[src/rtl/capture_pkg.sv]
// Shared types and constants for the ADC event-capture controller.
package capture_pkg;

    localparam int DWIDTH        = 14;
    localparam int DEFAULT_DEPTH = 16;

    typedef logic [DWIDTH-1:0] sample_t;

    typedef enum logic [2:0] {
        IDLE,
        FILL,
        WAIT_TRIG,
        POST,
        READOUT
    } state_t;

endpackage

[src/rtl/capture_ctrl_if.sv]
// Readout stream from the capture controller to the pulse-analysis consumer.
interface capture_ctrl_if;
    import capture_pkg::*;

    sample_t data;
    logic    valid;
    logic    ready;
    logic    last;

    modport master (output data, valid, last, input ready);
    modport slave  (input data, valid, last, output ready);

endinterface

[src/rtl/capture_ring.sv]
// Simple dual-port sample ring: one write port, one registered read port.
module capture_ring
    import capture_pkg::*;
#(
    parameter int DEPTH     = DEFAULT_DEPTH,
    parameter int ADDR_BITS = $clog2(DEPTH)
) (
    input  logic                 clk,
    input  logic                 we,
    input  logic [ADDR_BITS-1:0] waddr,
    input  sample_t              wdata,
    input  logic                 re,
    input  logic [ADDR_BITS-1:0] raddr,
    output sample_t              rdata
);

    sample_t mem [DEPTH];

    // NOTE: storage and read register carry no reset so the array maps onto block RAM;
    // consumers only look at rdata after a read they issued themselves.
    always_ff @(posedge clk) begin
        if (we) begin
            mem[waddr] <= wdata;
        end
        if (re) begin
            rdata <= mem[raddr];
        end
    end

endmodule

[src/rtl/capture_ctrl.sv]
// Pre/post-trigger capture of ADC samples into a ring, then oldest-first readout.
module capture_ctrl
    import capture_pkg::*;
#(
    parameter int DEPTH     = DEFAULT_DEPTH,
    parameter int ADDR_BITS = $clog2(DEPTH)
) (
    input  logic                 clk,
    input  logic                 rst_n,
    input  logic                 arm,
    input  sample_t              threshold,
    input  logic [ADDR_BITS-1:0] pre_count,
    input  logic [ADDR_BITS-1:0] post_count,
    input  sample_t              sample_in,
    input  logic                 sample_valid,
    capture_ctrl_if.master       stream,
    output logic                 busy,
    output logic                 triggered,
    output logic                 overrun
);

    localparam int CW = ADDR_BITS + 1;
    typedef logic [CW-1:0]        cnt_t;
    typedef logic [ADDR_BITS-1:0] addr_t;

    localparam cnt_t  DEPTH_C  = cnt_t'(DEPTH);
    localparam cnt_t  CNT_ONE  = cnt_t'(1);
    localparam addr_t ADDR_ONE = addr_t'(1);

    state_t  state;
    addr_t   wr_ptr;
    addr_t   rd_ptr;
    sample_t thr_q;
    sample_t prev_sample;
    cnt_t    pre_q;
    cnt_t    post_q;
    cnt_t    cnt_q;
    cnt_t    issue_left;
    cnt_t    load_left;
    logic    ring_vld;
    sample_t ring_q;

    cnt_t post_raw;
    cnt_t post_eff;
    cnt_t win_sum;

    // Post count is at least 1 (the trigger sample) and the window never exceeds the ring.
    always_comb begin
        post_raw = (post_count == '0) ? CNT_ONE : {1'b0, post_count};
        win_sum  = {1'b0, pre_count} + post_raw;
        post_eff = post_raw;
        if (win_sum > DEPTH_C) begin
            post_eff = DEPTH_C - {1'b0, pre_count};
        end
    end

    logic write_en;
    logic crossing;
    logic move;
    logic issue;
    logic accept_last;

    assign write_en    = sample_valid && (state == FILL || state == WAIT_TRIG || state == POST);
    assign crossing    = (state == WAIT_TRIG) && sample_valid &&
                         (sample_in > thr_q) && (prev_sample <= thr_q);
    // The ring read register doubles as the one-entry prefetch behind the output register.
    assign move        = ring_vld && (!stream.valid || stream.ready);
    assign issue       = (state == READOUT) && (issue_left != '0) && (!ring_vld || move);
    assign accept_last = stream.valid && stream.ready && stream.last;

    capture_ring #(
        .DEPTH     (DEPTH),
        .ADDR_BITS (ADDR_BITS)
    ) u_ring (
        .clk   (clk),
        .we    (write_en),
        .waddr (wr_ptr),
        .wdata (sample_in),
        .re    (issue),
        .raddr (rd_ptr),
        .rdata (ring_q)
    );

    always_ff @(posedge clk or negedge rst_n) begin
        if (!rst_n) begin
            state        <= IDLE;
            wr_ptr       <= '0;
            rd_ptr       <= '0;
            thr_q        <= '0;
            prev_sample  <= '0;
            pre_q        <= '0;
            post_q       <= '0;
            cnt_q        <= '0;
            issue_left   <= '0;
            load_left    <= '0;
            ring_vld     <= 1'b0;
            stream.data  <= '0;
            stream.valid <= 1'b0;
            stream.last  <= 1'b0;
            busy         <= 1'b0;
            triggered    <= 1'b0;
            overrun      <= 1'b0;
        end else begin
            triggered <= 1'b0;

            if (write_en) begin
                wr_ptr      <= wr_ptr + ADDR_ONE;
                prev_sample <= sample_in;
            end

            if (issue) begin
                rd_ptr     <= rd_ptr + ADDR_ONE;
                issue_left <= issue_left - CNT_ONE;
                ring_vld   <= 1'b1;
            end else if (move) begin
                ring_vld <= 1'b0;
            end

            if (move) begin
                stream.data  <= ring_q;
                stream.valid <= 1'b1;
                stream.last  <= (load_left == CNT_ONE);
                load_left    <= load_left - CNT_ONE;
            end else if (stream.valid && stream.ready) begin
                stream.valid <= 1'b0;
                stream.last  <= 1'b0;
            end

            case (state)
                IDLE: begin
                    if (arm) begin
                        thr_q       <= threshold;
                        pre_q       <= {1'b0, pre_count};
                        post_q      <= post_eff;
                        prev_sample <= '1;
                        overrun     <= 1'b0;
                        cnt_q       <= '0;
                        busy        <= 1'b1;
                        state       <= (pre_count == '0) ? WAIT_TRIG : FILL;
                    end
                end
                FILL: begin
                    if (sample_valid) begin
                        cnt_q <= cnt_q + CNT_ONE;
                        if (cnt_q + CNT_ONE == pre_q) begin
                            state <= WAIT_TRIG;
                        end
                    end
                end
                WAIT_TRIG: begin
                    if (crossing) begin
                        triggered  <= 1'b1;
                        rd_ptr     <= wr_ptr - pre_q[ADDR_BITS-1:0];
                        issue_left <= pre_q + post_q;
                        load_left  <= pre_q + post_q;
                        cnt_q      <= CNT_ONE;
                        state      <= (post_q == CNT_ONE) ? READOUT : POST;
                    end
                end
                POST: begin
                    if (sample_valid) begin
                        cnt_q <= cnt_q + CNT_ONE;
                        if (cnt_q + CNT_ONE == post_q) begin
                            state <= READOUT;
                        end
                    end
                end
                READOUT: begin
                    if (sample_valid) begin
                        overrun <= 1'b1;
                    end
                    if (accept_last) begin
                        busy  <= 1'b0;
                        state <= IDLE;
                    end
                end
                default: state <= IDLE;
            endcase
        end
    end

endmodule

[src/flat_wrapper.sv]
// flat-port wrapper written by rule: the top's interface ports become plain ports
module capture_ctrl_flat import capture_pkg::*;
#(
    parameter int DEPTH     = DEFAULT_DEPTH,
    parameter int ADDR_BITS = $clog2(DEPTH)
)
  (clk, rst_n, arm, threshold, pre_count, post_count, sample_in, sample_valid, busy, triggered, overrun, stream_data, stream_valid, stream_last, stream_ready);
  capture_ctrl_if stream_i ();
  input  logic clk;
  input  logic rst_n;
  input  logic arm;
  input  sample_t threshold;
  input  logic [ADDR_BITS-1:0] pre_count;
  input  logic [ADDR_BITS-1:0] post_count;
  input  sample_t sample_in;
  input  logic sample_valid;
  output logic busy;
  output logic triggered;
  output logic overrun;
  output wire logic [$bits(stream_i.data)-1:0] stream_data;
  output wire logic [$bits(stream_i.valid)-1:0] stream_valid;
  output wire logic [$bits(stream_i.last)-1:0] stream_last;
  input wire logic [$bits(stream_i.ready)-1:0] stream_ready;
  assign stream_data = stream_i.data;
  assign stream_valid = stream_i.valid;
  assign stream_last = stream_i.last;
  assign stream_i.ready = stream_ready;
  capture_ctrl #(.DEPTH(DEPTH), .ADDR_BITS(ADDR_BITS)) u_core (.clk(clk), .rst_n(rst_n), .arm(arm), .threshold(threshold), .pre_count(pre_count), .post_count(post_count), .sample_in(sample_in), .sample_valid(sample_valid), .stream(stream_i), .busy(busy), .triggered(triggered), .overrun(overrun));
endmodule
[config.mk]
export PLATFORM = sky130hd
export DESIGN_NAME = capture_ctrl_flat
export DESIGN_NICKNAME = d
export VERILOG_FILES = /design/src/rtl/capture_pkg.sv /design/src/rtl/capture_ctrl_if.sv /design/src/rtl/capture_ring.sv /design/src/rtl/capture_ctrl.sv /design/src/flat_wrapper.sv
export SDC_FILE = /design/constraint.sdc
export NUM_CORES = 1
export LEC_CHECK = 0
export BUFFER_PORTS_ARGS = -buffer_cell sky130_fd_sc_hd__buf_2
export CAP_MARGIN = 25
export CORE_ASPECT_RATIO = 1.25
export CORE_MARGIN = 2
export CORE_UTILIZATION = 60
export DETAILED_ROUTE_END_ITERATION = 16
export PLACE_DENSITY = 0.78
export SLEW_MARGIN = 20
export SYNTH_ARGS = -nofsm -noshare
export SYNTH_HDL_FRONTEND = slang
export SYNTH_SLANG_ARGS = --single-unit
export TNS_END_PERCENT = 5
[constraint.sdc]
create_clock -name clk -period 5 [get_ports clk]
set_input_delay 0.5 -clock clk [delete_from_list [all_inputs] [get_ports clk]]
set_output_delay 0.5 -clock clk [all_outputs]
set_load 0.01 [all_outputs]
# ---- Word level (Yosys, flattened, before mapping)
# Memory sizes are Yosys's and may differ from the RTL's. A register that Yosys moved wholly into a read port is not among the register bits.
# Index checks and enable logic that the tools add are counted.
dict set report classes {
  reduce_logical 29
  n_addsub 9
  n_lt_le_gt_ge 3
  n_mux 43
  n_eq_ne 17
}
# op count
set ops {}
lappend ops {{$mux 5} 10}
lappend ops {{$mux 14} 3}
lappend ops {{$mux 3} 8}
lappend ops {{$mux 4} 4}
lappend ops {{$pmux 3 s5} 1}
lappend ops {{$pmux 5 s3} 1}
lappend ops {{$gt 14x14->1} 1}
lappend ops {{$le 14x14->1} 1}
lappend ops {{$mux 1} 13}
lappend ops {{$ne 2x2->1 const B} 6}
lappend ops {{$add 4x5->5} 2}
lappend ops {{$eq 5x1->1 const B} 2}
lappend ops {{$sub 5x1->5 const B} 2}
lappend ops {{$logic_and 1x1->1} 9}
lappend ops {{$add 4x1->4 const B} 2}
lappend ops {{$logic_not 4->1} 2}
lappend ops {{$reduce_and 7->1} 1}
lappend ops {{$eq 3x2->1 const B} 2}
lappend ops {{$ne 2x1->1 const B} 3}
lappend ops {{$reduce_and 3->1} 2}
lappend ops {{$reduce_bool 2->1} 3}
lappend ops {{$add 5x1->5 const B} 1}
lappend ops {{$eq 5x4->1} 1}
lappend ops {{$eq 5x5->1} 1}
lappend ops {{other kinds (15)} 20}
dict set report totals {
  n_memories 1
  word_cells 119
  inputBits 41
  ram_bits 224
  out_inout_bits 19
  reg_bits 83
}
# name depth word_bits rd rd_clocked_by_memory_dff wr line_no
set memory_table {}
lappend memory_table {u_core.u_ring.mem 16 14 1 1 1 capture_ring.sv:17} ;# sample_t mem [DEPTH];

# ---- Logic depth before layout (Yosys ltp)
dict set report depth {
  depth_word 8
  mapped_depth 11
  mapped_depth_nobuf 10
}

# ---- By module
# Synthesis repeated with hierarchy kept, for this count alone.
dict set report unflattened {
  hier_cells 872
  hier_area_um2 13820.8
}
# mod area_each_um2 seq_area_each_um2 cells_each instances
set by_module_without_submodules {}
lappend by_module_without_submodules {capture_ring 8903.5 7146.9 379 1}
lappend by_module_without_submodules {capture_ctrl 4917.2 2077.0 493 1}

# ---- Worst setup path before layout
# No wires, ideal clock.
dict set report synth_path {
  path_type {register to register}
  start {reg u_core.prev_sample[12]}
  end {reg u_core.issue_left[0]}
  stages_incl_launch_ff 9
  n_path_buf 1
  synth_period_minus_slack_ps 2378
  setup_ps 125
  arrival_time_ps 2253
  required_ps 4875
  slack_ps 2622
  cell_sequence {dfrtp_1 ha_1 and3_1 nand4_1 or3_4 and2_0 or3b_1 buf_6 mux2_4}
}
dict set report synth_between {
  elab_chain_cells 4
}
# element line_no
set synth_lines {}
lappend synth_lines {{start: declaration} capture_ctrl.sv:34} ;# sample_t prev_sample;
lappend synth_lines {{start signal: assignment} capture_ctrl.sv:108} ;# prev_sample <= sample_in;
lappend synth_lines {{$le 14x14->1} capture_ctrl.sv:65} ;# (sample_in > thr_q) && (prev_sample <= thr_q);
lappend synth_lines {{$logic_and 1x1->1} capture_ctrl.sv:65}
lappend synth_lines {{$mux 5} capture_ctrl.sv:151} ;# if (crossing) begin
lappend synth_lines {{$mux 5} capture_ctrl.sv:129} ;# case (state)
lappend synth_lines {{end signal: assignment} capture_ctrl.sv:113} ;# issue_left <= issue_left - CNT_ONE;
lappend synth_lines {{end signal: assignment} capture_ctrl.sv:154} ;# issue_left <= pre_q + post_q;
lappend synth_lines {{end: declaration} capture_ctrl.sv:38} ;# cnt_t issue_left;
# No other way between the ends.
# A chain may end at the register's enable or synchronous reset.

# ---- Worst setup path in the final report
dict set report layout_path {
  start {reg u_core.thr_q[4]}
  end {reg u_core.issue_left[0]}
}
dict set report layout_between {
  elab_chain_cells 5
  elab_cells_between_ends 6
  cone_classes {order compare (2); mux (2); reduce/logical (2)}
}
# element line_no
set layout_lines {}
lappend layout_lines {{start: declaration} capture_ctrl.sv:33} ;# sample_t thr_q;
lappend layout_lines {{start signal: assignment} capture_ctrl.sv:132} ;# thr_q <= threshold;
lappend layout_lines {{$gt 14x14->1} capture_ctrl.sv:65}
lappend layout_lines {{$logic_and 1x1->1} capture_ctrl.sv:64} ;# assign crossing = (state == WAIT_TRIG) && sample_valid &&
lappend layout_lines {{$logic_and 1x1->1 (*)} capture_ctrl.sv:65}
lappend layout_lines {{$mux 5 (*)} capture_ctrl.sv:151}
lappend layout_lines {{$mux 5 (*)} capture_ctrl.sv:129}
# Every way passes the cells marked *; elsewhere a longest branch is shown, timed or not.

==> impl_metrics.csv <==
group,metric,value,unit
power_and_ir_drop,comb_power_share,0.279,
status,status,"finished, final reports clean",
sta,grt_setup_unrepaired,"false",
floorplanning,initial_core_util,0.609,
routing,drt_iter0_markers,629,
worst_hold_path,worst_hold_startpoint,"threshold[9]",
synth,ys_seq_elements,321,
flow_run,drv_cap,0,
worst_setup_path,reg2reg_slack,1.82,ns
sta,timing.final.crit_share,0.637,
grt,antenna_found_initial,0,
cells_and_area,layout-drive-gt1-share,0.226,
worst_hold_path,worstHoldPathCells,3,
clocking,clk_pin_slew_worst_paths,0.07,ns
floorplanning,rows,62,
routing,ant_nets,0,
placement,place_area,14500,sq um
synth,synthTopCellsByArea,"edfxtp_1 51%, dfrtp_1 15%, mux4_2 11%, ha_1 4.4%, nand2_1 2.1%",
grt,grt-ovfl-total,0,
grt,grt_max_degree,60,
placement,port-buffer-count,59,
cells_and_area,multi_input_area,4390,sq um
clocking,cts.path.max_buffers,3,
sta,hold_viol_final,0,
synth,synth.net_count,950,
worst_setup_path,rr_endpoint,"u_core.issue_left[0]$_DFF_PN0_",
synth,synth.yosys.warnings,0,
cells_and_area,diodes,0,
floorplanning,ios,60,
clocking,cts_root_buffer,"clkbuf_16",
worst_hold_path,hold_class,"input port to flip-flop",
worst_setup_path,worstReg2RegStart,"u_core.thr_q[4]$_DFFE_PN0P_",
sta,slew_violations,0,
synth,syn_inst,857,
power_and_ir_drop,p_switching,2.56,mW
grt,grt_pass1_wl,44900,microns
routing,drtPass1Iterations,5,
cells_and_area,fin_nets,1006,
routing,viasPerCell,6.20,
sta,fmax,314,MHz
placement,dp_hpwl,17400,microns
worst_setup_path,cp_max_fo,15,
sta,worstMarginPinSlew,1.07,ns
synth,synth_edf_count,238,
cells_and_area,area_delta_synth_final,10.2,%
clocking,cts_max_level,1,
cells_and_area,fillers,1543,
cells_and_area,design_area,15400,sq um
floorplanning,die_area,24500,sq um
power_and_ir_drop,power_density,532,nW/um^2
synth,ys.flop_type,"edfxtp_1",
clocking,post_cts_buffers,0,
synth,netlist_area,14000,sq um
floorplanning,die_h,175,microns
worst_hold_path,holdPathEnd,"u_core.thr_q[9]$_DFFE_PN0P_",
synth,synth_area_per_cell,16.3,sq um
power_and_ir_drop,seq_power_share,0.461,
sta,setup_viol,0,
grt,grt_pass1_vias,7790,
power_and_ir_drop,sw_frac_of_total,0.312,
sta,finalSetupTns,0,ns
grt,grt_usage,0.244,
floorplanning,core_region_area,23000,sq um
placement,routabilityCongestion,0.822,
clocking,insertion_delay,0.57,ns
clocking,cts.sinks,321,
sta,slew_headroom,0.286,
routing,wl,28500,microns
power_and_ir_drop,leakage,5.87,nW
sta,period_needed,3.18,ns
sta,skew,0.0154,ns
power_and_ir_drop,ir_drop,0.375,mV
worst_setup_path,cp.arrival,3.63,ns
cells_and_area,regArea,9230,sq um
routing,routedWlPerCell,23.2,microns
routing,route.detailed.drc,0,
worst_setup_path,endpoint_kind,"flip-flop",
clocking,cts_tree,"yes",
synth,synth_top_area_frac,0.511,
worst_setup_path,criticalPathCategory,"flip-flop to flip-flop",
synth,synth-seq-area-share,0.660,
synth,synth_top_area_cell,"edfxtp_1",
synth,ys_async_sr_fraction,0.259,
power_and_ir_drop,p_int,5.64,mW
worst_setup_path,startpoint_type,"flip-flop",
synth,ys_types,60,
worst_setup_path,ff2ff_path_depth,9,
synth,synth_commonest_cells,"238 x edfxtp_1, 83 x dfrtp_1, 77 x nand2_1",
worst_setup_path,required,5.44,ns
routing,num_vias,7601,
floorplanning,fp.dieW,141,microns
power_and_ir_drop,clockPowerShare,0.260,
clocking,cts_buffers,30,
synth,synthMostInstantiatedCell,"edfxtp_1",
-- final cells by class --
type,count,area share
Inverter,38,0.00926
Timing Repair Buffer,67,0.0234
Sequential cell,321,0.599
Clock inverter,19,0.00926
Multi-Input combinational cell,455,0.285
Clock buffer,37,0.0504
Tap cell,288,0.0234
-- power groups by stage --
stage | sequential, mW | clock (mW) | combinational, mW
floorplan | 3.56 | 0 | 1.91
global placement | 3.81 | 0 | 2.23
detailed placement | 3.83 | 0 | 2.29
CTS | 3.78 | 2.16 | 2.31
global route | 3.84 | 2.26 | 2.55
finish | 3.78 | 2.13 | 2.29
-- how the worst max path moves through the flow --
stage / end / slack (ns) / startpoint
global placement: u_core.issue_left[0]$_DFF_PN0_ / 1.69 / sample_in[5]
global route: u_core.u_ring.mem[4][1]$_DFFE_PP_ / 1.67 / u_core.state[1]$_DFFE_PN0P_
CTS: u_core.issue_left[0]$_DFF_PN0_ / 1.85 / u_core.thr_q[4]$_DFFE_PN0P_
finish: u_core.issue_left[0]$_DFF_PN0_ / 1.82 / u_core.thr_q[4]$_DFFE_PN0P_
detailed placement: u_core.issue_left[0]$_DFF_PN0_ / 1.62 / sample_in[5]
floorplan: u_core.issue_left[0]$_DFF_PN0_ / 2.62 / u_core.prev_sample[12]$_DFF_PN0_
-- worst max-delay path, cell delays in order (launching register included) --
cell and delay [ns]:
dfrtp_1 0.36, inv_1 0.16, ha_1 0.30, a21oi_1 0.16, nand2_1 0.08, a221oi_1 0.43
o21ai_0 0.14, o21bai_1 0.32, or3b_1 0.76, mux2_4 0.35
-- cells by family after synthesis --
logic type,Yosys count,share of synthesized area
DFF,321,0.660
buffers and inverters,81,0.0268
and+or+nand+nor,177,0.0628
muxes,107,0.141
adders and majority gates,52,0.0481
AOI/OAI and AO/OA,86,0.0403
xor gates and xnor gates,33,0.0207
-- per-layer routing --
layer	GRT usage	up-vias	wire, microns
li1	-	3386	-
met1	0.329	3862	11700
met2	0.415	282	14200
met3	0.0354	71	1610
met4	0.0838	0	903
met5	0	-	0
-- cells in the final DEF, fill, tap and decap left out, drive strengths merged, types with 2 or more instances in the layout --
cell      instances
o211ai            4
nand3            25
mux4             70
a211oi            6
a31o              2
fa                3
nand4b            2
dfrtp            83
inv              39
clkinvlp          3
or3               4
clkinv           14
ha               49
xor2             15
o22a              2
o21ai            35
nor2             13
nand2b            4
o21bai            2
and3             12
nor3             11
buf              66
mux2i            18
nor2b             3
a21oi            14
nor3b             2
edfxtp          238
clkbuf           37
nand2            77
nand4             5
xnor2            18
and4              5
and2             10
mux2             19
a32o              2
a21o              9
-- flip-flops by register name, indices dropped and copies added (netlist names), 3 cells and up --
register	cells
u_core.pre_q	4
u_core.rd_ptr	4
u_core.load_left	5
u_core.wr_ptr	4
u_core.cnt_q	5
u_core.u_ring.mem	224
u_core.post_q	5
u_core.thr_q	14
u_core.prev_sample	14
u_core.stream.data	14
u_core.u_ring.rdata	14
u_core.issue_left	5
u_core.state	3
-- repair_timing --
action / in CTS / in global routing
hold buffers: 1 / 0
endpoints found under the hold margin: 40 / 0
resized for setup: 0 / 0
endpoints found under the setup margin: 0 / 0
-- metrics by stage --
| stage | setup slack (ns) | cells | hold slack, ns | total power, mW | utilization |
|---|---|---|---|---|---|
| 3_3_place_gp | 1.69 | 1168 | 0.457 | 6.04 | 0.630 |
| 2_1_floorplan | 2.62 | 857 | 0.204 | 5.48 | - |
| 3_5_place_dp | 1.62 | 1168 | 0.469 | 6.12 | 0.630 |
| 4_1_cts | 1.85 | 1225 | 0.113 | 8.25 | 0.671 |
| 5_1_grt | 1.67 | 1225 | 0.136 | 8.65 | 0.671 |
| 6_report | 1.82 | 1225 | 0.129 | 8.20 | 0.671 |
No activity file was read; power rests on OpenSTA's default activity.
